$ cat src/rtl/fc_bit_streamer_if.sv
// fc_bit_streamer_if: activation, weight-ROM and bit-stream signals of the FC bit streamer.
interface fc_bit_streamer_if #(
    parameter int WORD_W = 16,
    parameter int ADDR_W = 10
);
    logic              start;
    logic [ADDR_W-1:0] w_base;
    logic              in_valid;
    logic              in_ready;
    logic [WORD_W-1:0] in_data;
    logic              w_rd_en;
    logic [ADDR_W-1:0] w_addr;
    logic [WORD_W-1:0] w_data;
    logic              ivalid;
    logic              inputdata;
    logic              weight;
    logic              busy;
    logic              done;
    modport master (
        input  start, w_base, in_valid, in_data, w_data,
        output in_ready, w_rd_en, w_addr, ivalid, inputdata, weight, busy, done
    );
    modport slave (
        output start, w_base, in_valid, in_data, w_data,
        input  in_ready, w_rd_en, w_addr, ivalid, inputdata, weight, busy, done
    );
endinterface

$ cat src/rtl/fc_bit_streamer.sv
// fc_bit_streamer: serialises activation words and their ROM weights into the 1-bit FC stream.
module fc_bit_streamer #(
    parameter int N_BITS = 576,
    parameter int WORD_W = 16,
    parameter int ADDR_W = 10
) (
    input logic               clk,
    input logic               rst,
    fc_bit_streamer_if.master bus
);
    localparam int N_WORDS = N_BITS / WORD_W;
    localparam int CNT_W = $clog2(WORD_W);
    localparam int IDX_W = N_WORDS > 1 ? $clog2(N_WORDS) : 1;
    localparam logic [1:0] IDLE = 2'd0, FETCH = 2'd1, STREAM = 2'd2, DONE = 2'd3;

    logic [1:0]        state_q, state_d;
    logic [IDX_W-1:0]  word_idx_q, word_idx_d;
    logic [CNT_W-1:0]  bit_cnt_q, bit_cnt_d;
    logic [WORD_W-1:0] data_sr_q, data_sr_d;
    logic [WORD_W-1:0] w_sr_q, w_sr_d;
    logic [ADDR_W-1:0] w_addr_q, w_addr_d;
    logic              ivalid_q, ivalid_d;
    logic              inputdata_q, inputdata_d;
    logic              weight_q, weight_d;
    logic              first_q, first_d;
    logic              accept, last_bit, last_word;

    assign accept    = state_q == FETCH && bus.in_valid;
    assign last_bit  = bit_cnt_q == CNT_W'(WORD_W - 1);
    assign last_word = word_idx_q == IDX_W'(N_WORDS - 1);

    always_comb begin
        state_d     = state_q;
        word_idx_d  = word_idx_q;
        bit_cnt_d   = bit_cnt_q;
        data_sr_d   = data_sr_q;
        w_addr_d    = w_addr_q;
        ivalid_d    = 1'b0;
        inputdata_d = 1'b0;
        case (state_q)
            IDLE: if (bus.start) begin
                state_d    = FETCH;
                word_idx_d = '0;
                w_addr_d   = bus.w_base;
            end
            FETCH: if (bus.in_valid) begin
                state_d     = STREAM;
                bit_cnt_d   = '0;
                data_sr_d   = bus.in_data >> 1;
                ivalid_d    = 1'b1;
                inputdata_d = bus.in_data[0];
            end
            STREAM: begin
                bit_cnt_d = bit_cnt_q + CNT_W'(1);
                if (last_bit) begin
                    state_d    = last_word ? DONE : FETCH;
                    word_idx_d = last_word ? word_idx_q : word_idx_q + IDX_W'(1);
                    w_addr_d   = last_word ? w_addr_q : w_addr_q + ADDR_W'(1);
                end else begin
                    ivalid_d    = 1'b1;
                    inputdata_d = data_sr_q[0];
                    data_sr_d   = data_sr_q >> 1;
                end
            end
            default: state_d = IDLE;
        endcase
    end

    // ROM data arrives in the first STREAM cycle, so weights trail the activation bits by one cycle
    always_comb begin
        first_d  = accept;
        weight_d = first_q ? bus.w_data[0] : state_q == STREAM ? w_sr_q[0] : weight_q;
        w_sr_d   = first_q ? bus.w_data >> 1 : state_q == STREAM ? w_sr_q >> 1 : w_sr_q;
    end

    always_ff @(posedge clk) begin
        if (rst) begin
            state_q     <= IDLE;
            word_idx_q  <= '0;
            bit_cnt_q   <= '0;
            data_sr_q   <= '0;
            w_sr_q      <= '0;
            w_addr_q    <= '0;
            ivalid_q    <= 1'b0;
            inputdata_q <= 1'b0;
            weight_q    <= 1'b0;
            first_q     <= 1'b0;
        end else begin
            state_q     <= state_d;
            word_idx_q  <= word_idx_d;
            bit_cnt_q   <= bit_cnt_d;
            data_sr_q   <= data_sr_d;
            w_sr_q      <= w_sr_d;
            w_addr_q    <= w_addr_d;
            ivalid_q    <= ivalid_d;
            inputdata_q <= inputdata_d;
            weight_q    <= weight_d;
            first_q     <= first_d;
        end
    end

    assign bus.in_ready  = state_q == FETCH;
    assign bus.w_rd_en   = accept;
    assign bus.w_addr    = w_addr_q;
    assign bus.ivalid    = ivalid_q;
    assign bus.inputdata = inputdata_q;
    assign bus.weight    = weight_q;
    assign bus.busy      = state_q != IDLE;
    assign bus.done      = state_q == DONE;
endmodule

$ cat src/flat_wrapper.sv
// flat-port wrapper written by rule: the top's interface ports become plain ports
module fc_bit_streamer_flat 
#(
    parameter int N_BITS = 576,
    parameter int WORD_W = 16,
    parameter int ADDR_W = 10
)
  (clk, rst, bus_start, bus_w_base, bus_in_valid, bus_in_data, bus_w_data, bus_in_ready, bus_w_rd_en, bus_w_addr, bus_ivalid, bus_inputdata, bus_weight, bus_busy, bus_done);
  fc_bit_streamer_if #(.WORD_W(WORD_W), .ADDR_W(ADDR_W)) bus_i ();
  input logic clk;
  input logic rst;
  input wire logic [$bits(bus_i.start)-1:0] bus_start;
  input wire logic [$bits(bus_i.w_base)-1:0] bus_w_base;
  input wire logic [$bits(bus_i.in_valid)-1:0] bus_in_valid;
  input wire logic [$bits(bus_i.in_data)-1:0] bus_in_data;
  input wire logic [$bits(bus_i.w_data)-1:0] bus_w_data;
  output wire logic [$bits(bus_i.in_ready)-1:0] bus_in_ready;
  output wire logic [$bits(bus_i.w_rd_en)-1:0] bus_w_rd_en;
  output wire logic [$bits(bus_i.w_addr)-1:0] bus_w_addr;
  output wire logic [$bits(bus_i.ivalid)-1:0] bus_ivalid;
  output wire logic [$bits(bus_i.inputdata)-1:0] bus_inputdata;
  output wire logic [$bits(bus_i.weight)-1:0] bus_weight;
  output wire logic [$bits(bus_i.busy)-1:0] bus_busy;
  output wire logic [$bits(bus_i.done)-1:0] bus_done;
  assign bus_i.start = bus_start;
  assign bus_i.w_base = bus_w_base;
  assign bus_i.in_valid = bus_in_valid;
  assign bus_i.in_data = bus_in_data;
  assign bus_i.w_data = bus_w_data;
  assign bus_in_ready = bus_i.in_ready;
  assign bus_w_rd_en = bus_i.w_rd_en;
  assign bus_w_addr = bus_i.w_addr;
  assign bus_ivalid = bus_i.ivalid;
  assign bus_inputdata = bus_i.inputdata;
  assign bus_weight = bus_i.weight;
  assign bus_busy = bus_i.busy;
  assign bus_done = bus_i.done;
  fc_bit_streamer #(.N_BITS(N_BITS), .WORD_W(WORD_W), .ADDR_W(ADDR_W)) u_core (.clk(clk), .rst(rst), .bus(bus_i));
endmodule
$ cat config.mk
export PLATFORM = sky130hd
export DESIGN_NAME = fc_bit_streamer_flat
export DESIGN_NICKNAME = d
export VERILOG_FILES = /design/src/rtl/fc_bit_streamer_if.sv /design/src/rtl/fc_bit_streamer.sv /design/src/flat_wrapper.sv
export SDC_FILE = /design/constraint.sdc
export NUM_CORES = 1
export LEC_CHECK = 0
export ABC_CLOCK_PERIOD_IN_PS = 2140
export BUFFER_PORTS_ARGS = -buffer_cell sky130_fd_sc_hd__buf_2
export CORE_MARGIN = 8
export CORE_UTILIZATION = 50
export DETAILED_ROUTE_END_ITERATION = 8
export PLACE_DENSITY_LB_ADDON = 0.3
export SYNTH_ARGS = -nofsm -noshare
export SYNTH_HDL_FRONTEND = slang
export SYNTH_SLANG_ARGS = --single-unit
$ cat constraint.sdc
create_clock -name clk -period 2.14 [get_ports clk]
set_input_delay 0.107 -clock clk [delete_from_list [all_inputs] [get_ports clk]]
set_output_delay 0.107 -clock clk [all_outputs]
set_load 0.005 [all_outputs]
# Yosys cells after proc, flatten, opt, wreduce, memory -nomap -nowiden
# Cells that the tools add are included.
# op_classes
add_sub_neg	3
mul	0
div	0
magnitude_cmp	0
n_eq_ne	10
shift	0
mux	28
bitwise	0
n_reduce_logical	10
# op_table
op	n
two-way mux 16 bit	2
case mux 16 bit (2 select lines)	1
two-way mux 10 bit	3
two-way mux 15 bit	2
case mux 10 bit (2 select lines)	1
two-way mux 6 bit	3
case mux 6 bit (2 select lines)	1
adder 10 x 1 -> 10 bit (second input constant)	1
two-way mux 2 bit	4
!= test 2 bit (second input constant)	4
case mux 4 bit (2 select lines)	1
nonzero test 2 bit	4
adder 6 x 1 -> 6 bit (second input constant)	1
equality test 6 bit (second input constant)	1
two-way mux 1 bit	6
case mux 2 bit (3 select lines)	1
AND reduction 3 bit	2
adder 4 x 1 -> 4 bit (second input constant)	1
equality test 2 bit (second input constant)	2
equality test 4 bit (second input constant)	1
two-way mux 4 bit	1
case mux 1 bit (2 select lines)	2
AND reduction 4 bit	1
equality test 2 x 1 -> 1 bit (second input constant)	1
4 further kinds	4
# word_totals
reg_bits	57
latch_bits	0
mem_bits_rw	0
mem_bits_ro	0
in_bits	46
out_inout_bits	17
wordCells	61
memories	0

# Longest topological paths before layout
# Gate-level depths: netlist of the first run.
# logic_depth
depth_word	4
ltp_mapped	9
mapped_depth_nobuf	7

# Worst setup path after synthesis of the first run
# No wires, ideal clock.
# synth_path
path_type	reg-to-reg
start	register u_core.state_q[0]
end	register u_core.w_addr_q[8] (netlist: u_core.bus.w_addr[8])
setup_time_ns	0.128
arrival_ns	1.567
required_ns	2.012
path_slack_ns	0.446
path_stages_with_launch	10
n_path_buf	2
synth_period_minus_slack_ns	1.694
path_cell_list	dfxtp_1 -> inv_1 -> ha_1 -> buf_2 -> mux2i_1 -> a21oi_4 -> and2_1 -> buf_6 -> a22oi_1 -> nor2_1
# synth_between
elab_chain_len	3
word_cells_on_any_way	8
cone_classes	eq/ne: 4; mux: 1; reduce/logical: 3
# synth_lines
element	line	rtl
from (decl)	fc_bit_streamer.sv:16	logic [1:0] state_q, state_d;
from (signal assigned)	fc_bit_streamer.sv:89	state_q <= state_d;
equality test 2 bit or zero test 2 bit (tied branches)	fc_bit_streamer.sv:40	case (state_q)
!= test 2 x 1 -> 1 bit (no line), or another cell as far along	n/a	
AND reduction 4 bit (no line)	n/a	
to (signal assigned)	fc_bit_streamer.sv:94	w_addr_q <= w_addr_d;
to (decl)	fc_bit_streamer.sv:21	logic [ADDR_W-1:0] w_addr_q, w_addr_d;
# Parallel ways exist; a longest one is shown, timed or not.
# A chain may end at the register's enable or synchronous reset.

# Final worst setup path of the first run
# layout_path
start	register u_core.state_q[0]
end	register u_core.w_addr_q[0] (netlist: u_core.bus.w_addr[0])
# The elaborated chain is that of the path after synthesis.

==> results by group, run 1 <==
Global route
  • Maximum number of pins on one net before global-route repair: 33
  • All-Layer GR Usage: 0.159
  • Antenna violations before repair: 0
  • Global-route wire length before repair: about 11000 um
  • Number of global-route vias before repair: approximately 2.5k
  • Global route overflow: 0

Logic synthesis
  • Warnings, synthesis: 0
  • Post-synth net total: around 380
  • Cell variety after synth: 44
  • Dominant cells by area after synthesis: sky130_fd_sc_hd__dfxtp_1 40%, sky130_fd_sc_hd__mux2i_1 12%, sky130_fd_sc_hd__nor2_1 8.8%
  • Post-Synthesis Cell Area: between 0.002 and 0.003 mm2
  • Proportion of synthesized flip-flops having asynchronous set or reset: 0
  • Library cell occupying the most area in the post-synthesis netlist: sky130_fd_sc_hd__dfxtp_1
  • Area fraction of the dominant cell type after synthesis: 0.403
  • Post-synthesis register bit count: 56
  • Synthesized area divided by synthesized cell count: 8.62 um2
  • Post-Synthesis Cells: 323
  • Top FF cell, synth: sky130_fd_sc_hd__dfxtp_1
  • Most repeated cell in the gate-level netlist after synthesis: sky130_fd_sc_hd__nor2_1
  • Ranking of synthesized cells by instance count: 65 x sky130_fd_sc_hd__nor2_1, 56 x sky130_fd_sc_hd__dfxtp_1, 34 x sky130_fd_sc_hd__a21oi_1, 33 x sky130_fd_sc_hd__mux2i_1, 16 x sky130_fd_sc_hd__a211oi_1
  • Number of synthesized flops with an enable pin: 0
  • Post-synthesis sequential area ratio: 0.403

Placement
  • Cell area after placement: between 0.003 and 0.004 mm2
  • DP Wirelength: 4580 um
  • GPL Wtd Cong: roughly 0.87
  • Total instance count after detailed placement: around 450
  • Number of input and output port buffers inserted: a little over 60
  • Post-placement worst setup slack: approximately 0.3 ns

Setup path
  • Worst Path Buf+Inv: 1
  • Kind of end point of the critical path: flip-flop
  • Launching point of the worst reg2reg path: u_core.state_q[0]$_SDFFE_PP0P_
  • Worst path cell trace: inv_1 -> ha_1 -> mux2i_1 -> a21oi_4 -> and2_1 -> o21ai_2 -> a221oi_2
  • Critical path's slowest cell: sky130_fd_sc_hd__dfxtp_1
  • Start-to-end type of the worst setup path: reg -> reg
  • Crit path arrival time: between 2 and 2.5 ns
  • Setup slack of the most critical reg-to-reg path: approximately 0.26 ns
  • Worst reg2reg path depth: 7
  • Maximum cell stage delay along the critical path: about 0.4 ns
  • FF-to-FF End: u_core.bus.w_addr[0]$_SDFFE_PP0P_
  • Element type at the critical path start: flip-flop
  • Maximum fanout count along the critical path: 5
  • Worst path required time: ~2.4 ns
  • Top delay family on crit path: compound AO/OA/AOI/OAI gates

Layout
  • Diode insertion count for antenna repair: 0
  • Final Non-Filler Cells: around 450
  • Post-layout nets: about 430
  • Area delta synth->final: 18.8%
  • Layout cell share with drive strength beyond 1: 0.230
  • Final instance area: 0.00331 mm2

Timing
  • Period utilisation layout: 0.876
  • Setup Total Neg Slack: 0 ns
  • Final Worst Setup Slack: 0.265 ns
  • Slew at the pin closest to its max-slew limit: 0.526 ns
  • RSZ-0062 raised after global routing: false
  • Total setup violations reported at the end of the flow: 0
  • Min Clock Period, post-route: 1.88 ns
  • Tightest slew margin relative to the limit: 0.649
  • Final setup skew: around 0.0077 ns
  • Final hold violation count: 0
  • Peak Freq: 533 MHz
  • Total count of max-transition violations in the final report: 0

Route
  • Highest routing layer actually used: met4
  • First-pass detailed-route iteration total: 4
  • Total number of vias: 2480
  • Antenna viol nets, final: 0
  • Total wire length after detailed routing: 6430 um
  • Met2 wire length: around 3100 um
  • Detail-routed via count per cell: about 5.5
  • Wire length on met3: between 300 and 400 um
  • Average wire per cell in the routed design: roughly 14 um
  • Detailed-routing wirelength on met1: around 2900 um
  • Residual DRC count: 0
  • Number of DRC violations after detailed-routing iteration 0: around 120

Floorplan
  • Number of top-level pins: 63
  • Height of the chip: between 90 and 100 um
  • Overall die area: 0.00821 mm2
  • Die Width: roughly 91 um
  • Core Footprint: roughly 0.0054 mm2
  • Row count: 27
  • Effective utilization at floorplan: 0.512

Clocking
  • Number of buffers created by CTS: 5
  • Hold-fix buffers at CTS: 0
  • Number of clock sinks: 56
  • Count of buffers added by post-CTS timing repair for setup: 0
  • Clock Tree Root: sky130_fd_sc_hd__clkbuf_8
  • # resized after CTS: 0
  • Clock slew at reported path FFs: about 0.10 ns
  • H-tree levels: 2
  • Worst skew pair latency: slightly above 0.3 ns
  • Maximum buffer depth of the clock tree: 2
  • Clock tree from TritonCTS: done

Hold path
  • Worst min-delay path category: in -> reg
  • Hold path start: bus_w_data[0]
  • Worst hold stages: 3
  • Hold Path End: u_core.bus.weight$_SDFFE_PP0P_

Power
  • Maximum ir drop on the vdd rail: around 0.6 mV
  • Power Total: approximately 3.8 mW
  • Power per standard cell area: 1140 mW/mm2
  • Leakage power: between 1 and 1.5 nW

Status
  • Outcome: finished, final reports clean

Run
  • Count of maximum capacitance violations: 0
layout by cell type (no fill, tap or decap), drive strengths merged, types with 2 or more instances in the layout:
cell type and count:
nor2b 3, buf 72, o32ai 5, and2 2
and3 3, bufinv 2, mux2i 33, a22oi 3
inv 9, a21oi 35, xor2 3, ha 7
nand2b 9, clkbuf 5, o21ai 7, nor4 2
nand4 7, a21o 2, dfxtp 56, nand3 9
a211oi 16, nor2 65, nor3 5, nand2 8
worst register-to-register path, stage by stage, from the launching register on:
cell                       delay [ns]
sky130_fd_sc_hd__dfxtp_1         0.41
sky130_fd_sc_hd__inv_1           0.11
sky130_fd_sc_hd__ha_1            0.26
sky130_fd_sc_hd__mux2i_1         0.16
sky130_fd_sc_hd__a21oi_4         0.18
sky130_fd_sc_hd__and2_1          0.29
sky130_fd_sc_hd__o21ai_2         0.10
sky130_fd_sc_hd__a221oi_2        0.28
cell families after synthesis:
group / synth area share
xor gates and xnor gates: 0.0126
DFF: 0.403
AOI/OAI and AO/OA: 0.180
buffers and inverters: 0.0481
adders and majority gates: 0.0315
muxes: 0.119
and+or+nand+nor: 0.206
cell type report:
type / count / area, um2
sequential: 56 / 1120
tap: 72 / 90.1
inverter: 8 / 30.0
clock inverter: 3 / 68.8
fill: 491 / 2130
multi-input combinational: 238 / 1530
timing repair buffer: 72 / 398
clock buffer: 5 / 68.8
routing by layer:
layer  up-vias  GRT usage
met5         -          0
met4         0     0.0430
met3         9     0.0474
met2        63      0.275
met1      1135      0.185
li1       1273          -
how the worst max path moves through the flow:
stage                                   startpoint                           endpoint  slack (ns)  cells past startpoint
global placement    u_core.state_q[0]$_SDFFE_PP0P_  u_core.bus.w_addr[8]$_SDFFE_PP0P_        0.38                      8
detailed placement  u_core.state_q[0]$_SDFFE_PP0P_     u_core.state_q[1]$_SDFFE_PP0P_        0.30                      7
global route        u_core.state_q[0]$_SDFFE_PP0P_   u_core.bit_cnt_q[2]$_SDFFE_PP0P_        0.12                      6
CTS                 u_core.state_q[0]$_SDFFE_PP0P_  u_core.bus.w_addr[0]$_SDFFE_PP0P_        0.26                      7
finish              u_core.state_q[0]$_SDFFE_PP0P_  u_core.bus.w_addr[0]$_SDFFE_PP0P_        0.26                      7
floorplan           u_core.state_q[0]$_SDFFE_PP0P_  u_core.bus.w_addr[8]$_SDFFE_PP0P_        0.45                      9
through the flow:
stage	hold WS (ns)	utilization
floorplan	0.246	-
global placement	0.334	0.583
detailed placement	0.342	0.583
CTS	0.0129	0.608
global route	0.0246	0.608
finish	0.0213	0.608
where the power goes:
part,switching (mW),internal (mW),total (mW)
combinational,0.837,0.625,1.46
clock,0.352,0.471,0.823
sequential,0.194,1.30,1.50
registers in the layout, summed over array words and instances (netlist names), 2 cells and up:
signal / flops
u_core.bit_cnt_q: 4
u_core.data_sr_q: 15
u_core.bus.w_addr: 10
u_core.word_idx_q: 6
u_core.w_sr_q: 15
u_core.state_q: 2
Power figures use the tool's default switching activity.
==> inputs of run 2 (changes only) <==
Settings changed: CELL_PAD_IN_SITES_DETAIL_PLACEMENT from default to 0, CELL_PAD_IN_SITES_GLOBAL_PLACEMENT from default to 2, CORE_UTILIZATION 50 to 32, CTS_BUF_LIST from default to sky130_fd_sc_hd__clkbuf_16.
==> run 2 against run 1 <==
  * Maximum frequency grew 0.98%
  * Final cell count grew 7.9%
  * Routed wire length rose by 7.9%
==> results by group, run 2 (synthesized netlist as in run 1, its figures left out) <==
Floorplan
  • Height of the chip: 109 um
  • Number of top-level pins: 63
  • Effective utilization at floorplan: 0.324
  • Overall die area: around 0.012 mm2
  • Row count: 34
  • Die Width: between 100 and 150 um
  • Core Footprint: around 0.0086 mm2

Timing
  • RSZ-0062 raised after global routing: false
  • Final Worst Setup Slack: roughly 0.28 ns
  • Peak Freq: approximately 540 MHz
  • Total count of max-transition violations in the final report: 0
  • Hold Slack: about 0.042 ns
  • Period utilisation layout: 0.868
  • Final setup skew: ~0.010 ns
  • Final hold violation count: 0
  • Min Clock Period, post-route: ~1.9 ns
  • Total setup violations reported at the end of the flow: 0
  • Setup Total Neg Slack: 0 ns
  • Slew at the pin closest to its max-slew limit: approximately 0.5 ns
  • Tightest slew margin relative to the limit: 0.663

Hold path
  • Worst min-delay path category: in -> reg

Power
  • Clock network fraction of total power: 0.214
  • Int Power: roughly 2.4 mW
  • Leakage power: around 1.3 nW
  • Relative contribution of combinational cells to total power: 0.394
  • Sw power: ~1.4 mW
  • Sequential cell fraction of total power: 0.392
  • Switching Fraction: 0.371
  • Maximum ir drop on the vdd rail: about 0.46 mV
  • Power Total: approximately 3.8 mW
  • Power per standard cell area: about 1100 mW/mm2

Layout
  • Most frequent standard cell in the layout excluding fill and tap cells: sky130_fd_sc_hd__nor2_1
  • Layout cell share with drive strength beyond 1: 0.228
  • Final Non-Filler Cells: 490
  • Core utilization of the finished layout: 0.391
  • Diode insertion count for antenna repair: 0
  • Most frequent cells in the layout: 65 x sky130_fd_sc_hd__nor2_1, 62 x sky130_fd_sc_hd__buf_2, 56 x sky130_fd_sc_hd__dfxtp_1
  • Final instance area: about 0.0034 mm2
  • Number of inserted filler cells in the final layout: approximately 940
  • Post-layout nets: ~430
  • Area delta synth->final: 20.6%

Setup path
  • Critical path's slowest cell: sky130_fd_sc_hd__dfxtp_1
  • Worst path required time: ~2.3 ns
  • Kind of end point of the critical path: flip-flop
  • Maximum fanout count along the critical path: 5
  • Worst path cell trace: inv_1 -> ha_1 -> mux2i_1 -> a21oi_4 -> and2_1 -> buf_4 -> xnor2_1 -> nor2_1
  • Start-to-end type of the worst setup path: reg -> reg
  • Crit path arrival time: 2.03 ns
  • Maximum cell stage delay along the critical path: ~0.40 ns
  • Element type at the critical path start: flip-flop

Status
  • Outcome: finished, final reports clean

Global route
  • Global-route wire length before repair: 11700 um
  • Antenna violations before repair: 1
  • Number of global-route vias before repair: about 2.4k
  • Maximum number of pins on one net before global-route repair: between 40 and 50
  • Global route overflow: 0
  • All-Layer GR Usage: 0.119

Clocking
  • Worst skew pair latency: a little under 0.3 ns
  • Clock slew at reported path FFs: 0.08 ns
  • Clock tree from TritonCTS: done
  • Maximum buffer depth of the clock tree: 2
  • Hold-fix buffers at CTS: 0
  • Clock Tree Root: sky130_fd_sc_hd__clkbuf_16
  • Count of buffers added by post-CTS timing repair for setup: 0
  • Number of clock sinks: 56
  • H-tree levels: 2
  • # resized after CTS: 0
  • Number of buffers created by CTS: 5

Route
  • Total number of vias: about 2.4k
  • Number of DRC violations after detailed-routing iteration 0: 94
  • Total wire length after detailed routing: about 6900 um
  • Average wire per cell in the routed design: 14.2 um
  • Detail-routed via count per cell: just under 5
  • Antenna viol nets, final: 0
  • First-pass detailed-route iteration total: 4
  • Residual DRC count: 0

Placement
  • Cell area after placement: approximately 0.0032 mm2
  • Number of input and output port buffers inserted: just over 60
  • Total instance count after detailed placement: between 400 and 500
  • DP Wirelength: between 4000 and 5000 um
  • GPL Wtd Cong: 0.737
  • Post-placement worst setup slack: 0.281 ns

Run
  • Count of maximum capacitance violations: 0
[run 2: path summary, 6_finish.rpt]
| check | slack, ns | startpoint | depth (start not counted) | to |
|---|---|---|---|---|
| max | 0.28 | u_core.state_q[0]$_SDFFE_PP0P_ | 8 | u_core.word_idx_q[0]$_SDFFE_PP0P_ |
| min | 0.04 | bus_w_data[6] | 3 | u_core.w_sr_q[5]$_SDFFE_PP0P_ |
| max reg2reg | 0.28 | u_core.state_q[0]$_SDFFE_PP0P_ | 8 | u_core.word_idx_q[0]$_SDFFE_PP0P_ |
| min reg2reg | 0.50 | u_core.data_sr_q[14]$_SDFFE_PP0P_ | 2 | u_core.data_sr_q[14]$_SDFFE_PP0P_ |
[run 2: power by group through the flow]
stage	clock network, mW	registers [mW]	logic (mW)
floorplan	0	1.48	1.11
CTS	0.849	1.50	1.53
global placement	0	1.52	1.52
finish	0.816	1.50	1.50
global route	0.884	1.54	1.70
detailed placement	0	1.52	1.52
[run 2: worst max-delay path: cells and delay by family, from the launching register on]
family / cells / cell delay (ns)
multiplexers: 1 / 0.17
flip-flops: 1 / 0.40
adder cells (fa/ha/maj): 1 / 0.25
XOR/XNOR: 1 / 0.11
AND/OR/NAND/NOR: 2 / 0.33
buffers and inverters: 2 / 0.28
AO/OA/AOI/OAI: 1 / 0.20
[run 2: cell type report]
cell class / instances / area [um2] / area share
clock buffer: 5 / 125 / 0.0373
clock inverter: 3 / 17.5 / 0.00522
inverter: 8 / 30.0 / 0.00895
multi-input combinational: 238 / 1530 / 0.456
sequential: 56 / 1120 / 0.334
tap: 108 / 135 / 0.0403
timing repair buffer: 72 / 398 / 0.119
[run 2: routing by layer]
layer | wire length (um) | up-vias | track usage
met5 | 12 | - | 0
met4 | 29 | 2 | 0.0260
met3 | 450 | 4 | 0.0366
met2 | 3120 | 52 | 0.195
met1 | 3320 | 1097 | 0.151
li1 | - | 1267 | -
==> inputs of run 3 (changes only) <==
Settings changed: ABC_AREA from default to 1, CORE_UTILIZATION 32 to 29, PLACE_DENSITY from default to 0.78, PLACE_DENSITY_LB_ADDON 0.3 to default.
==> run 3 against run 2 <==
  * Clock power up 1%
  * Combinational power up 25%
  * Routed wire length up 6.6%
  * Synthesized area down 2.4%
  * Utilization down 3.2 points
  * Flip-flop and latch count unchanged
  * Final cell count up 13%
  * Largest cell class unchanged
==> results by group, run 3 <==
Status
  • Outcome: finished, final reports clean

Logic synthesis
  • Dominant cells by area after synthesis: sky130_fd_sc_hd__dfxtp_1 41%, sky130_fd_sc_hd__nand2_1 12%, sky130_fd_sc_hd__o21ai_0 5.9%
  • Number of synthesized flops with an enable pin: 0
  • Most repeated cell in the gate-level netlist after synthesis: sky130_fd_sc_hd__nand2_1
  • Top FF cell, synth: sky130_fd_sc_hd__dfxtp_1
  • Post-Synthesis Cells: between 300 and 400
  • Post-synthesis sequential area ratio: 0.413
  • Cell variety after synth: 29
  • Area fraction of the dominant cell type after synthesis: 0.413
  • Proportion of synthesized flip-flops having asynchronous set or reset: 0
  • Post-synthesis register bit count: 56
  • Library cell occupying the most area in the post-synthesis netlist: sky130_fd_sc_hd__dfxtp_1
  • Ranking of synthesized cells by instance count: 90 x sky130_fd_sc_hd__nand2_1, 56 x sky130_fd_sc_hd__dfxtp_1, 38 x sky130_fd_sc_hd__nor2_1, 33 x sky130_fd_sc_hd__inv_1, 32 x sky130_fd_sc_hd__o21ai_0
  • Post-Synthesis Cell Area: ~0.0027 mm2
  • Synthesized area divided by synthesized cell count: 7.09 um2
  • Warnings, synthesis: 0
  • Post-synth net total: ~440

Timing
  • Final Worst Setup Slack: between 0.2 and 0.3 ns
  • Final setup skew: 0.00583 ns
  • Setup Total Neg Slack: 0 ns
  • Tightest slew margin relative to the limit: 0.611
  • Slew at the pin closest to its max-slew limit: roughly 0.58 ns
  • Total setup violations reported at the end of the flow: 0
  • Min Clock Period, post-route: approximately 1.9 ns
  • Final hold violation count: 0
  • Period utilisation layout: 0.875
  • Peak Freq: ~530 MHz
  • RSZ-0062 raised after global routing: false
  • Total count of max-transition violations in the final report: 0

Floorplan
  • Row count: 35
  • Number of top-level pins: 63
  • Core Footprint: 0.00915 mm2
  • Die Width: approximately 110 um
  • Effective utilization at floorplan: 0.297
  • Overall die area: between 0.01 and 0.015 mm2
  • Height of the chip: approximately 110 um

Global route
  • Global-route wire length before repair: between 10000 and 15000 um
  • Maximum number of pins on one net before global-route repair: 30
  • Antenna violations before repair: 0
  • Global route overflow: 0
  • All-Layer GR Usage: 0.116
  • Number of global-route vias before repair: 2598

Clocking
  • Clock slew at reported path FFs: 0.07 ns
  • Number of buffers created by CTS: 5
  • Clock Tree Root: sky130_fd_sc_hd__clkbuf_16
  • # resized after CTS: 0
  • Maximum buffer depth of the clock tree: 2
  • Hold-fix buffers at CTS: 0
  • H-tree levels: 2
  • Clock tree from TritonCTS: done
  • Number of clock sinks: between 50 and 60
  • Worst skew pair latency: 0.29 ns
  • Count of buffers added by post-CTS timing repair for setup: 0

Layout
  • Core utilization of the finished layout: 0.359
  • Most frequent cells in the layout: 90 x sky130_fd_sc_hd__nand2_1, 62 x sky130_fd_sc_hd__buf_2, 56 x sky130_fd_sc_hd__dfxtp_1
  • Layout cell share with drive strength beyond 1: 0.188
  • Area delta synth->final: 20.9%
  • Post-layout nets: just under 500
  • Diode insertion count for antenna repair: 0
  • Most frequent standard cell in the layout excluding fill and tap cells: sky130_fd_sc_hd__nand2_1

Setup path
  • Element type at the critical path start: flip-flop
  • Kind of end point of the critical path: flip-flop
  • Critical path's slowest cell: sky130_fd_sc_hd__dfxtp_1
  • Maximum fanout count along the critical path: 29
  • Worst path cell trace: inv_1 -> ha_2 -> inv_1 -> nor2_1 -> nor2_1 -> buf_4 -> o21ai_0 -> a31oi_1
  • Start-to-end type of the worst setup path: reg -> reg
  • Worst path required time: around 2.4 ns
  • Maximum cell stage delay along the critical path: about 0.4 ns
  • Crit path arrival time: 2.09 ns

Route
  • Antenna viol nets, final: 0
  • Average wire per cell in the routed design: between 10 and 15 um
  • Total number of vias: between 2k and 3k
  • Detail-routed via count per cell: ~4.8
  • Total wire length after detailed routing: around 7400 um
  • Number of DRC violations after detailed-routing iteration 0: 65
  • First-pass detailed-route iteration total: 4
  • Residual DRC count: 0

Placement
  • Number of input and output port buffers inserted: 62
  • GPL Wtd Cong: between 0.7 and 0.8
  • Post-placement worst setup slack: about 0.25 ns
  • DP Wirelength: 5460 um

Run
  • Count of maximum capacitance violations: 0

Power
  • Sequential cell fraction of total power: 0.376
  • Maximum ir drop on the vdd rail: about 0.45 mV
  • Clock network fraction of total power: 0.191
  • Sw power: between 1.5 and 2 mW
  • Relative contribution of combinational cells to total power: 0.433
  • Power per standard cell area: about 1300 mW/mm2
  • Switching Fraction: 0.418
  • Leakage power: 1.44 nW
  • Int Power: roughly 2.5 mW

Hold path
  • Worst min-delay path category: in -> reg
## run 3: final timing paths
check	slack [ns]	depth (start not counted)	end	start
worst min register to register	0.46	2	u_core.w_sr_q[3]$_SDFFE_PP0P_	u_core.w_sr_q[3]$_SDFFE_PP0P_
worst max register to register	0.27	8	u_core.data_sr_q[1]$_SDFFE_PP0P_	u_core.state_q[0]$_SDFFE_PP0P_
worst min-delay path	0.07	3	u_core.data_sr_q[5]$_SDFFE_PP0P_	bus_in_data[6]
worst max-delay path	0.27	8	u_core.data_sr_q[1]$_SDFFE_PP0P_	u_core.state_q[0]$_SDFFE_PP0P_
## run 3: metrics by stage
step / hold slack (ns) / total power [mW] / cells / cell area (um2)
after detailed placement: 0.378 / 3.55 / 544 / 3130
after global placement: 0.369 / 3.54 / 544 / 3130
final: 0.0681 / 4.32 / 552 / 3280
after CTS: 0.0657 / 4.39 / 552 / 3280
after floorplan: 0.250 / 2.99 / 383 / 2720
after global routing: 0.0698 / 4.71 / 552 / 3280
## run 3: area by class of cell
| type | instances | area (um2) |
|---|---|---|
| timing repair buffer | 72 | 385 |
| clock inverter | 3 | 22.5 |
| multi-input combinational | 271 | 1360 |
| clock buffer | 5 | 125 |
| tap | 111 | 139 |
| fill | 1008 | 5870 |
| inverter | 34 | 128 |
| sequential | 56 | 1120 |
## run 3: cell families after synthesis
logic type	share of synthesized area
flops	0.413
simple gates	0.253
buf+inv	0.0866
xor+xnor	0.00645
fa+ha+maj	0.0323
compound gates	0.208
## run 3: critical path: cells and delay by family (launching register included)
family / cells / cell delay [ns]
AOI/OAI and AO/OA: 2 / 0.26
adders and majority gates: 1 / 0.25
buffers and inverters: 3 / 0.66
DFF: 1 / 0.40
and+or+nand+nor: 2 / 0.22
## run 3: metal layers
| metal | up-vias | track usage | part of all wire |
|---|---|---|---|
| li1 | 1402 | - | - |
| met1 | 1208 | 0.153 | 0.49 |
| met2 | 41 | 0.185 | 0.45 |
| met3 | 4 | 0.0298 | 0.049 |
| met4 | 0 | 0.0297 | 0.0074 |
| met5 | - | 0 | 0 |
## run 3: power groups by stage
stage / clock [mW] / combinational (mW) / sequential [mW]
2_1_floorplan: 0 / 1.39 / 1.59
3_3_place_gp: 0 / 1.89 / 1.65
3_5_place_dp: 0 / 1.90 / 1.65
4_1_cts: 0.856 / 1.91 / 1.63
5_1_grt: 0.893 / 2.14 / 1.68
6_report: 0.827 / 1.87 / 1.62
